<file path="src/rtl/ladybird_core_mc.sv">
// ladybird_core_mc: multi-cycle RV32I/RV32E core with trap-to-halt.
// ladybird_alu provides the shared integer datapath.
module ladybird_alu (
   input  logic [3:0]  op,
   input  logic [31:0] a,
   input  logic [31:0] b,
   output logic [31:0] y
);
   logic [4:0] sh;
   assign sh = b[4:0];

   // op = {alt, funct3}; alt selects SUB/SRA
   always_comb begin
      y = '0;
      unique case (op)
         4'b0000:          y = a + b;
         4'b1000:          y = a - b;
         4'b0001, 4'b1001: y = a << sh;
         4'b0010, 4'b1010: y = {31'b0, $signed(a) < $signed(b)};
         4'b0011, 4'b1011: y = {31'b0, a < b};
         4'b0100, 4'b1100: y = a ^ b;
         4'b0101:          y = a >> sh;
         4'b1101:          y = $signed(a) >>> sh;
         4'b0110, 4'b1110: y = a | b;
         default:          y = a & b;
      endcase
   end
endmodule

module ladybird_core_mc #(
   parameter logic [31:0] RESET_VECTOR = 32'h0000_0000,
   parameter int          NUM_GPR      = 32,
   parameter bit          SIMULATION   = 1'b0
) (
   input  logic        clk,
   input  logic        anrst,
   output logic        i_req,
   output logic [31:0] i_addr,
   input  logic        i_gnt,
   input  logic        i_rvalid,
   input  logic [31:0] i_rdata,
   output logic        d_req,
   output logic [31:0] d_addr,
   output logic        d_we,
   output logic [3:0]  d_wstrb,
   output logic [31:0] d_wdata,
   input  logic        d_gnt,
   input  logic        d_rvalid,
   input  logic [31:0] d_rdata,
   output logic        retire,
   output logic [31:0] retire_pc,
   output logic        halted,
   output logic [1:0]  trap_cause
);
   localparam int RW = $clog2(NUM_GPR);

   localparam logic [6:0] OP_LUI    = 7'b0110111;
   localparam logic [6:0] OP_AUIPC  = 7'b0010111;
   localparam logic [6:0] OP_JAL    = 7'b1101111;
   localparam logic [6:0] OP_JALR   = 7'b1100111;
   localparam logic [6:0] OP_BRANCH = 7'b1100011;
   localparam logic [6:0] OP_LOAD   = 7'b0000011;
   localparam logic [6:0] OP_STORE  = 7'b0100011;
   localparam logic [6:0] OP_IMM    = 7'b0010011;
   localparam logic [6:0] OP_OP     = 7'b0110011;
   localparam logic [6:0] OP_FENCE  = 7'b0001111;
   localparam logic [6:0] OP_SYSTEM = 7'b1110011;

   typedef enum logic [2:0] {
      S_FETCH, S_WAIT_I, S_DECODE, S_EXEC,
      S_MEM_REQ, S_MEM_WAIT, S_COMMIT, S_HALT
   } state_t;

   state_t state, state_nx;

   logic [31:0] pc, inst, rs1_v, rs2_v, res, npc, ld_v;
   logic [1:0]  cause, trap_nx;
   logic [31:0] rf [NUM_GPR];
   logic        fetch_req;

   logic [6:0] opc, f7;
   logic [4:0] rd, rs1, rs2;
   logic [2:0] f3;

   assign opc = inst[6:0];
   assign rd  = inst[11:7];
   assign f3  = inst[14:12];
   assign rs1 = inst[19:15];
   assign rs2 = inst[24:20];
   assign f7  = inst[31:25];

   logic is_lui, is_auipc, is_jal, is_jalr, is_br;
   logic is_load, is_store, is_opimm, is_op;
   logic is_fence, is_sys;

   assign is_lui   = opc == OP_LUI;
   assign is_auipc = opc == OP_AUIPC;
   assign is_jal   = opc == OP_JAL;
   assign is_jalr  = opc == OP_JALR;
   assign is_br    = opc == OP_BRANCH;
   assign is_load  = opc == OP_LOAD;
   assign is_store = opc == OP_STORE;
   assign is_opimm = opc == OP_IMM;
   assign is_op    = opc == OP_OP;
   assign is_fence = opc == OP_FENCE;
   assign is_sys   = opc == OP_SYSTEM;

   logic [31:0] imm_i, imm_s, imm_b, imm_u, imm_j;

   assign imm_i = {{20{inst[31]}}, inst[31:20]};
   assign imm_s = {{20{inst[31]}}, inst[31:25], inst[11:7]};
   assign imm_b = {{19{inst[31]}}, inst[31], inst[7],
                   inst[30:25], inst[11:8], 1'b0};
   assign imm_u = {inst[31:12], 12'b0};
   assign imm_j = {{11{inst[31]}}, inst[31], inst[19:12],
                   inst[20], inst[30:21], 1'b0};

   logic use_rd, use_rs1, use_rs2;
   logic known, bad_f, bad_reg, illegal;

   assign use_rd  = is_lui | is_auipc | is_jal | is_jalr |
                    is_load | is_opimm | is_op;
   assign use_rs1 = is_jalr | is_br | is_load | is_store |
                    is_opimm | is_op;
   assign use_rs2 = is_br | is_store | is_op;

   assign known = is_lui | is_auipc | is_jal | is_jalr | is_br |
                  is_load | is_store | is_opimm | is_op |
                  is_fence | is_sys;

   assign bad_f =
      (is_load && (f3 == 3'b011 || f3[2:1] == 2'b11)) ||
      (is_store && f3 > 3'b010) ||
      (is_op && !(f7 == 7'b0000000 ||
                  (f7 == 7'b0100000 &&
                   (f3 == 3'b000 || f3 == 3'b101))));

   // RV32E only has x0..x15; bit 4 of a used index is out of range
   assign bad_reg = (NUM_GPR == 16) &&
                    ((use_rd && rd[4]) || (use_rs1 && rs1[4]) ||
                     (use_rs2 && rs2[4]));

   assign illegal = !known || bad_f || bad_reg;

   logic [31:0] alu_a, alu_b, alu_y;
   logic [3:0]  alu_op;

   always_comb begin
      alu_a  = rs1_v;
      alu_b  = imm_i;
      alu_op = 4'b0000;
      unique case (1'b1)
         is_op: begin
            alu_b  = rs2_v;
            alu_op = {f7[5], f3};
         end
         is_opimm: alu_op = {f3 == 3'b101 && f7[5], f3};
         is_store: alu_b = imm_s;
         is_lui: begin
            alu_a = '0;
            alu_b = imm_u;
         end
         is_auipc: begin
            alu_a = pc;
            alu_b = imm_u;
         end
         is_jal, is_jalr: begin
            alu_a = pc;
            alu_b = 32'd4;
         end
         default: ;
      endcase
   end

   ladybird_alu u_alu (
      .op (alu_op),
      .a  (alu_a),
      .b  (alu_b),
      .y  (alu_y)
   );

   logic        take, is_cf;
   logic [31:0] npc_c;

   always_comb begin
      take = 1'b0;
      case (f3)
         3'b000:  take = rs1_v == rs2_v;
         3'b001:  take = rs1_v != rs2_v;
         3'b100:  take = $signed(rs1_v) < $signed(rs2_v);
         3'b101:  take = $signed(rs1_v) >= $signed(rs2_v);
         3'b110:  take = rs1_v < rs2_v;
         3'b111:  take = rs1_v >= rs2_v;
         default: take = 1'b0;
      endcase
   end

   always_comb begin
      npc_c = pc + 32'd4;
      if (is_jal)
         npc_c = pc + imm_j;
      else if (is_jalr)
         npc_c = (rs1_v + imm_i) & ~32'd1;
      else if (is_br && take)
         npc_c = pc + imm_b;
   end

   assign is_cf = is_jal | is_jalr | (is_br & take);

   logic        mis;
   logic [3:0]  wstrb;
   logic [31:0] wdata, ld_sh, ld_ext;

   assign mis = (f3[1:0] == 2'b01 && res[0]) ||
                (f3[1:0] == 2'b10 && res[1:0] != 2'b00);

   always_comb begin
      wstrb = 4'b1111;
      wdata = rs2_v;
      case (f3[1:0])
         2'b00: begin
            wstrb = 4'b0001 << res[1:0];
            wdata = {4{rs2_v[7:0]}};
         end
         2'b01: begin
            wstrb = 4'b0011 << res[1:0];
            wdata = {2{rs2_v[15:0]}};
         end
         default: ;
      endcase
   end

   assign ld_sh = d_rdata >> {res[1:0], 3'b000};

   always_comb begin
      ld_ext = ld_sh;
      case (f3)
         3'b000:  ld_ext = {{24{ld_sh[7]}}, ld_sh[7:0]};
         3'b001:  ld_ext = {{16{ld_sh[15]}}, ld_sh[15:0]};
         3'b100:  ld_ext = {24'b0, ld_sh[7:0]};
         3'b101:  ld_ext = {16'b0, ld_sh[15:0]};
         default: ld_ext = ld_sh;
      endcase
   end

   always_ff @(posedge clk or negedge anrst) begin
      if (!anrst)
         state <= S_FETCH;
      else
         state <= state_nx;
   end

   always_comb begin
      state_nx  = state;
      fetch_req = 1'b0;
      d_req     = 1'b0;
      retire    = 1'b0;
      trap_nx   = 2'd0;
      unique case (state)
         S_FETCH: begin
            fetch_req = 1'b1;
            if (i_gnt)
               state_nx = S_WAIT_I;
         end
         S_WAIT_I:
            if (i_rvalid)
               state_nx = S_DECODE;
         S_DECODE:
            if (illegal) begin
               state_nx = S_HALT;
               trap_nx  = 2'd1;
            end else if (is_sys) begin
               state_nx = S_HALT;
               trap_nx  = 2'd3;
            end else begin
               state_nx = S_EXEC;
            end
         S_EXEC:
            if (is_cf && npc_c[1]) begin
               state_nx = S_HALT;
               trap_nx  = 2'd2;
            end else if (is_load || is_store) begin
               state_nx = S_MEM_REQ;
            end else begin
               state_nx = S_COMMIT;
            end
         S_MEM_REQ:
            if (mis) begin
               state_nx = S_HALT;
               trap_nx  = 2'd2;
            end else begin
               d_req = 1'b1;
               if (d_gnt)
                  state_nx = is_store ? S_COMMIT : S_MEM_WAIT;
            end
         S_MEM_WAIT:
            if (d_rvalid)
               state_nx = S_COMMIT;
         S_COMMIT: begin
            retire   = 1'b1;
            state_nx = S_FETCH;
         end
         S_HALT: ;
         default: state_nx = S_HALT;
      endcase
   end

   always_ff @(posedge clk or negedge anrst) begin
      if (!anrst) begin
         pc    <= RESET_VECTOR;
         inst  <= '0;
         rs1_v <= '0;
         rs2_v <= '0;
         res   <= '0;
         npc   <= '0;
         ld_v  <= '0;
         cause <= 2'd0;
      end else begin
         if (state == S_WAIT_I && i_rvalid)
            inst <= i_rdata;
         if (state == S_DECODE) begin
            rs1_v <= rf[rs1[RW-1:0]];
            rs2_v <= rf[rs2[RW-1:0]];
         end
         if (state == S_EXEC) begin
            res <= alu_y;
            npc <= npc_c;
         end
         if (state == S_MEM_WAIT && d_rvalid)
            ld_v <= ld_ext;
         if (state == S_COMMIT)
            pc <= npc;
         if (state != S_HALT && state_nx == S_HALT)
            cause <= trap_nx;
      end
   end

   // x0 is never written, so it reads back as zero
   always_ff @(posedge clk or negedge anrst) begin
      if (!anrst) begin
         for (int i = 0; i < NUM_GPR; i++)
            rf[i] <= '0;
      end else if (state == S_COMMIT && use_rd && rd != 5'd0) begin
         rf[rd[RW-1:0]] <= is_load ? ld_v : res;
      end
   end

   assign i_req      = fetch_req & anrst;
   assign i_addr     = pc;
   assign d_addr     = d_req ? {res[31:2], 2'b00} : '0;
   assign d_we       = d_req & is_store;
   assign d_wstrb    = d_we ? wstrb : 4'b0000;
   assign d_wdata    = d_we ? wdata : '0;
   assign retire_pc  = pc;
   assign halted     = state == S_HALT;
   assign trap_cause = cause;

   if (SIMULATION) begin : g_sim
      always @(posedge clk) begin
         if (anrst) begin
            assert (NUM_GPR == 32 || NUM_GPR == 16);
            assert (!(i_req && d_req));
            assert (!(halted && (i_req || d_req)));
         end
      end
   end
endmodule

</file>
<file path="config.mk">
export PLATFORM = sky130hd
export DESIGN_NAME = ladybird_core_mc
export DESIGN_NICKNAME = d
export VERILOG_FILES = /design/src/rtl/ladybird_core_mc.sv
export SDC_FILE = /design/constraint.sdc
export NUM_CORES = 2
export LEC_CHECK = 0
export CAP_MARGIN = 20
export CORE_MARGIN = 10
export CORE_UTILIZATION = 25
export CTS_BUF_LIST = sky130_fd_sc_hd__clkbuf_4 sky130_fd_sc_hd__clkbuf_8
export DETAILED_ROUTE_END_ITERATION = 16
export PLACE_DENSITY = 0.5
export SLEW_MARGIN = 30
export SYNTH_ARGS = -nofsm -noshare
export SYNTH_HDL_FRONTEND = slang
export SYNTH_HIERARCHICAL = 1
export SYNTH_SLANG_ARGS = --single-unit
</file>
<file path="constraint.sdc">
create_clock -name clk -period 12.4 [get_ports clk]
set_input_delay 3.72 -clock clk [delete_from_list [all_inputs] [get_ports clk]]
set_output_delay 3.72 -clock clk [all_outputs]
set_load 0.05 [all_outputs]
</file>
==> summary.md <==
| Metric | Value |
|---|---|
| Synth cell types | between 100 and 150 |
| Die Wd | between 500 and 600 um |
| DP HPWL | 206000 um |
| Count of input and output buffers | 206 |
| Final core utilization | between 20% and 30% |
| CTS Root Cell | clkbuf_8 |
| Top Ports | 209 |
| Die Ht | 575 um |
| Overall routing resource usage | 18.0% |
| Critical Path RT | around 8.7 ns |
| Max_cap viols | 0 |
| Hold buffers post-CTS | 0 |
| Endpoints failing hold | 0 |
| Clock buffer depth | 3 |
| Clk sinks | 1253 |
| Core Region | 306000 um2 |
| Fraction of layout cells with a size suffix above 1 | approximately a fifth |
| Post-synthesis sequential area ratio | 40.8% |
| Area of the multi-input gates | approximately 43000 um2 |
| PwrDens | 215 nW/um2 |
| EDFF count, synth | 0 |
| CP max-delay cell | clkdlybuf4s50_1 |
| Worst-margin pin slew | 1.08 ns |
| Rel. slew slack | 25.9% |
| Vias/cell | about 5.3 |
| Max-slew violations | 0 |
| Peak supply drop | between 150 and 200 uV |
| # resized after CTS | 0 |
| Post-synthesis cell area | 76900 um2 |
| Area grow syn2layout | 15.2% |
| CP endpoint kind | output port |
| H-tree depth | 4 |
| Vias in the first global route | 61700 |
| Post-Synthesis Cells | 7549 |
| Crit path depth | 3 |
| Synth async-reset ratio | 100% |
| Drt drc | 0 |
| Drt total wl | 310000 um |
| CP Buf/Inv Count | 2 |
| Setup Skew | 0.0856 ns |
| Min-Delay Path Depth | 0 |
| First-pass GRT wire length | 446000 um |
| Ys flop type | dfrtp_1 |
| Number of synthesis warnings | 6 |
| Clk slew on worst S/H paths | about 0.060 ns |
| Number of cells on the worst reg-to-reg path | 20 |
| Filler Cell Count | 31700 |
| CP Cell Sequence | buf_16 -> nor4b_1 -> clkdlybuf4s50_1 |
| HP Class | register to register |
| Fin nets | 7699 |
| Initial antenna violation count | 16 |
| Setup bufs post-CTS | 0 |
| 1st-pass router iterations | 8 |
| Placer Congestion | 0.951 |
| Die ar. | about 330000 um2 |
| Run status | finished, final reports clean |
| F_max | 111 MHz |
| Leakage dissipation | 36.7 nW |
| Pin count of the biggest net entering global routing | 164 |
| Largest stage delay, worst path | 0.87 ns |
| Routed via count | 62600 |
| CP Class | primary input to output port |
| Site row count | 203 |
| Critical path launch point type | primary input |
| CP delay by family, top | buffers and inverters |
| Minimum clock period | 9.01 ns |
| Final-report setup violation count | 0 |
| Worst-path fanout max | 87 |
| TritonCTS Buffers | roughly 220 |
| RSZ-0062 raised after global routing | no |
| GR Overflow Total | 0 |
| Per-cell routed wire length | about 26 um |
| Syn_area_per_cell | 10.2 um2 |
| Fin crit share | 72.6% |
| CTS tree | done |
| Final setup TNS | 0 ns |
| WP data arrival | 5.29 ns |
| Effective utilization at floorplan | 25.1% |
| Skew-Pair Late Insertion Delay | 1.00 ns |
| Storage cell area | between 30000 and 40000 um2 |
| Antenna Violating Nets Remaining | 0 |
| Number of DRC markers in iteration 0 | 6664 |
| #FFs+latches synth | 1253 |
==> cells in the mapped netlist (34+ instances only) <==
cell	n	share of area [%]
o21ai_0	517	3.4
dfrtp_1	1253	41
clkbuf_1	552	2.7
a31oi_1	38	0.31
nand3_1	69	0.45
xor2_1	61	0.69
buf_1	81	0.40
a22o_1	42	0.48
inv_1	148	0.72
mux2i_1	204	2.7
ha_1	203	3.3
mux2_2	71	1.0
a21oi_1	967	6.3
xnor2_1	76	0.87
nor3_1	34	0.22
o21ai_1	38	0.25
and2_1	42	0.34
nand2_1	741	3.6
buf_4	36	0.35
a211oi_1	63	0.62
nor2b_1	34	0.28
buf_2	56	0.36
a21o_1	38	0.37
and3_1	34	0.28
nor2_1	1022	5.0
mux4_2	658	19
==> cell type report <==
type	instances	share of cell area, %
clock buffer	332	4.78
tap	4100	5.79
inverter	162	0.688
antenna	14	0.0396
multi-input combinational	5406	48.2
timing repair buffer	381	4.21
clock inverter	63	0.862
sequential	1253	35.4
==> metal layers <==
metal	global-route usage [%]	vias to the layer above	wire, um
met5	0	-	27
met1	24.9	31900	134000
li1	-	27200	-
met4	7.29	4	13700
met3	3.67	612	25000
met2	27.5	2842	138000
==> logic make-up after synthesis <==
kind of cell    Yosys count  share of synthesized area (%)
simple gates           2099                           11.3
buf+inv                 891                           4.67
xor+xnor                137                           1.56
flops                  1253                           40.8
other cells               1                        0.00488
compound gates         2021                           15.2
fa+ha+maj               208                           3.43
mux                     939                           23.1
==> layout by cell type (no fill, tap or decap), types with 21 or more instances in the layout <==
master           synthesis  routed
a211oi_1                63      63
a21o_1                  38      38
a21oi_1                967     966
a22o_1                  42      42
a31oi_1                 38      38
and2_1                  42      42
and3_1                  34      34
buf_4                   36     139
clkbuf_4                 0      54
clkbuf_8                 0     278
clkdlybuf4s50_1          0     205
clkinv_2                 0      36
dfrtp_1               1253    1239
ha_1                   203     203
inv_1                  148     145
mux2_2                  71      71
mux2i_1                204     169
mux2i_4                  0      21
mux4_2                 658     658
nand2_1                741     730
nand2b_1                28      28
nand3_1                 69      65
nor2_1                1022    1003
nor2b_1                 34      30
nor3_1                  34      32
o211ai_1                29      29
o21a_1                  23      23
o21ai_0                517     517
o21ai_1                 38      38
o22ai_1                 29      29
xnor2_1                 76      76
xor2_1                  61      61
==> power by group <==
group | internal [mW] | switching [mW]
Combinational | 3.29 | 5.80
Clock | 2.43 | 1.91
Sequential | 4.55 | 1.06
==> registers in the layout (all words and copies together), names as in the netlist <==
signal      cells
rf           1024
i_addr         32
inst           32
ld_v           32
npc            32
res            32
rs1_v          32
rs2_v          32
state           3
trap_cause      2
==> metrics by stage <==
| stage | hold WS [ns] | std cells | instance area, um2 | setup WS, ns | power [mW] |
|---|---|---|---|---|---|
| finish | 0.394 | 11700 | 88600 | 3.39 | 19.0 |
| global route | 0.403 | 11700 | 88600 | 3.28 | 19.9 |
| CTS | 0.397 | 11700 | 88500 | 3.39 | 19.0 |
| detailed placement | 0.383 | 11300 | 83500 | 3.17 | 14.6 |
| global placement | 0.376 | 11300 | 83000 | 3.32 | 14.5 |
| floorplan | 0.441 | 7550 | 76900 | 3.37 | 11.3 |
==> path summary, 6_finish.rpt <==
kind	start	end	slack, ns
hold / removal	rf[1016]$_DFFE_PN0P_	rf[1016]$_DFFE_PN0P_	0.39
max in group asynchronous	anrst	rf[648]$_DFFE_PN0P_	4.75
hold reg to reg	rf[1016]$_DFFE_PN0P_	rf[1016]$_DFFE_PN0P_	0.39
setup reg to reg	inst[3]$_DFFE_PN0P_	res[31]$_DFFE_PN0P_	5.50
setup / recovery	anrst	i_req	3.39
min in group asynchronous	anrst	i_addr[30]$_DFFE_PN0P_	2.66
Power figures use the tool's default switching activity.
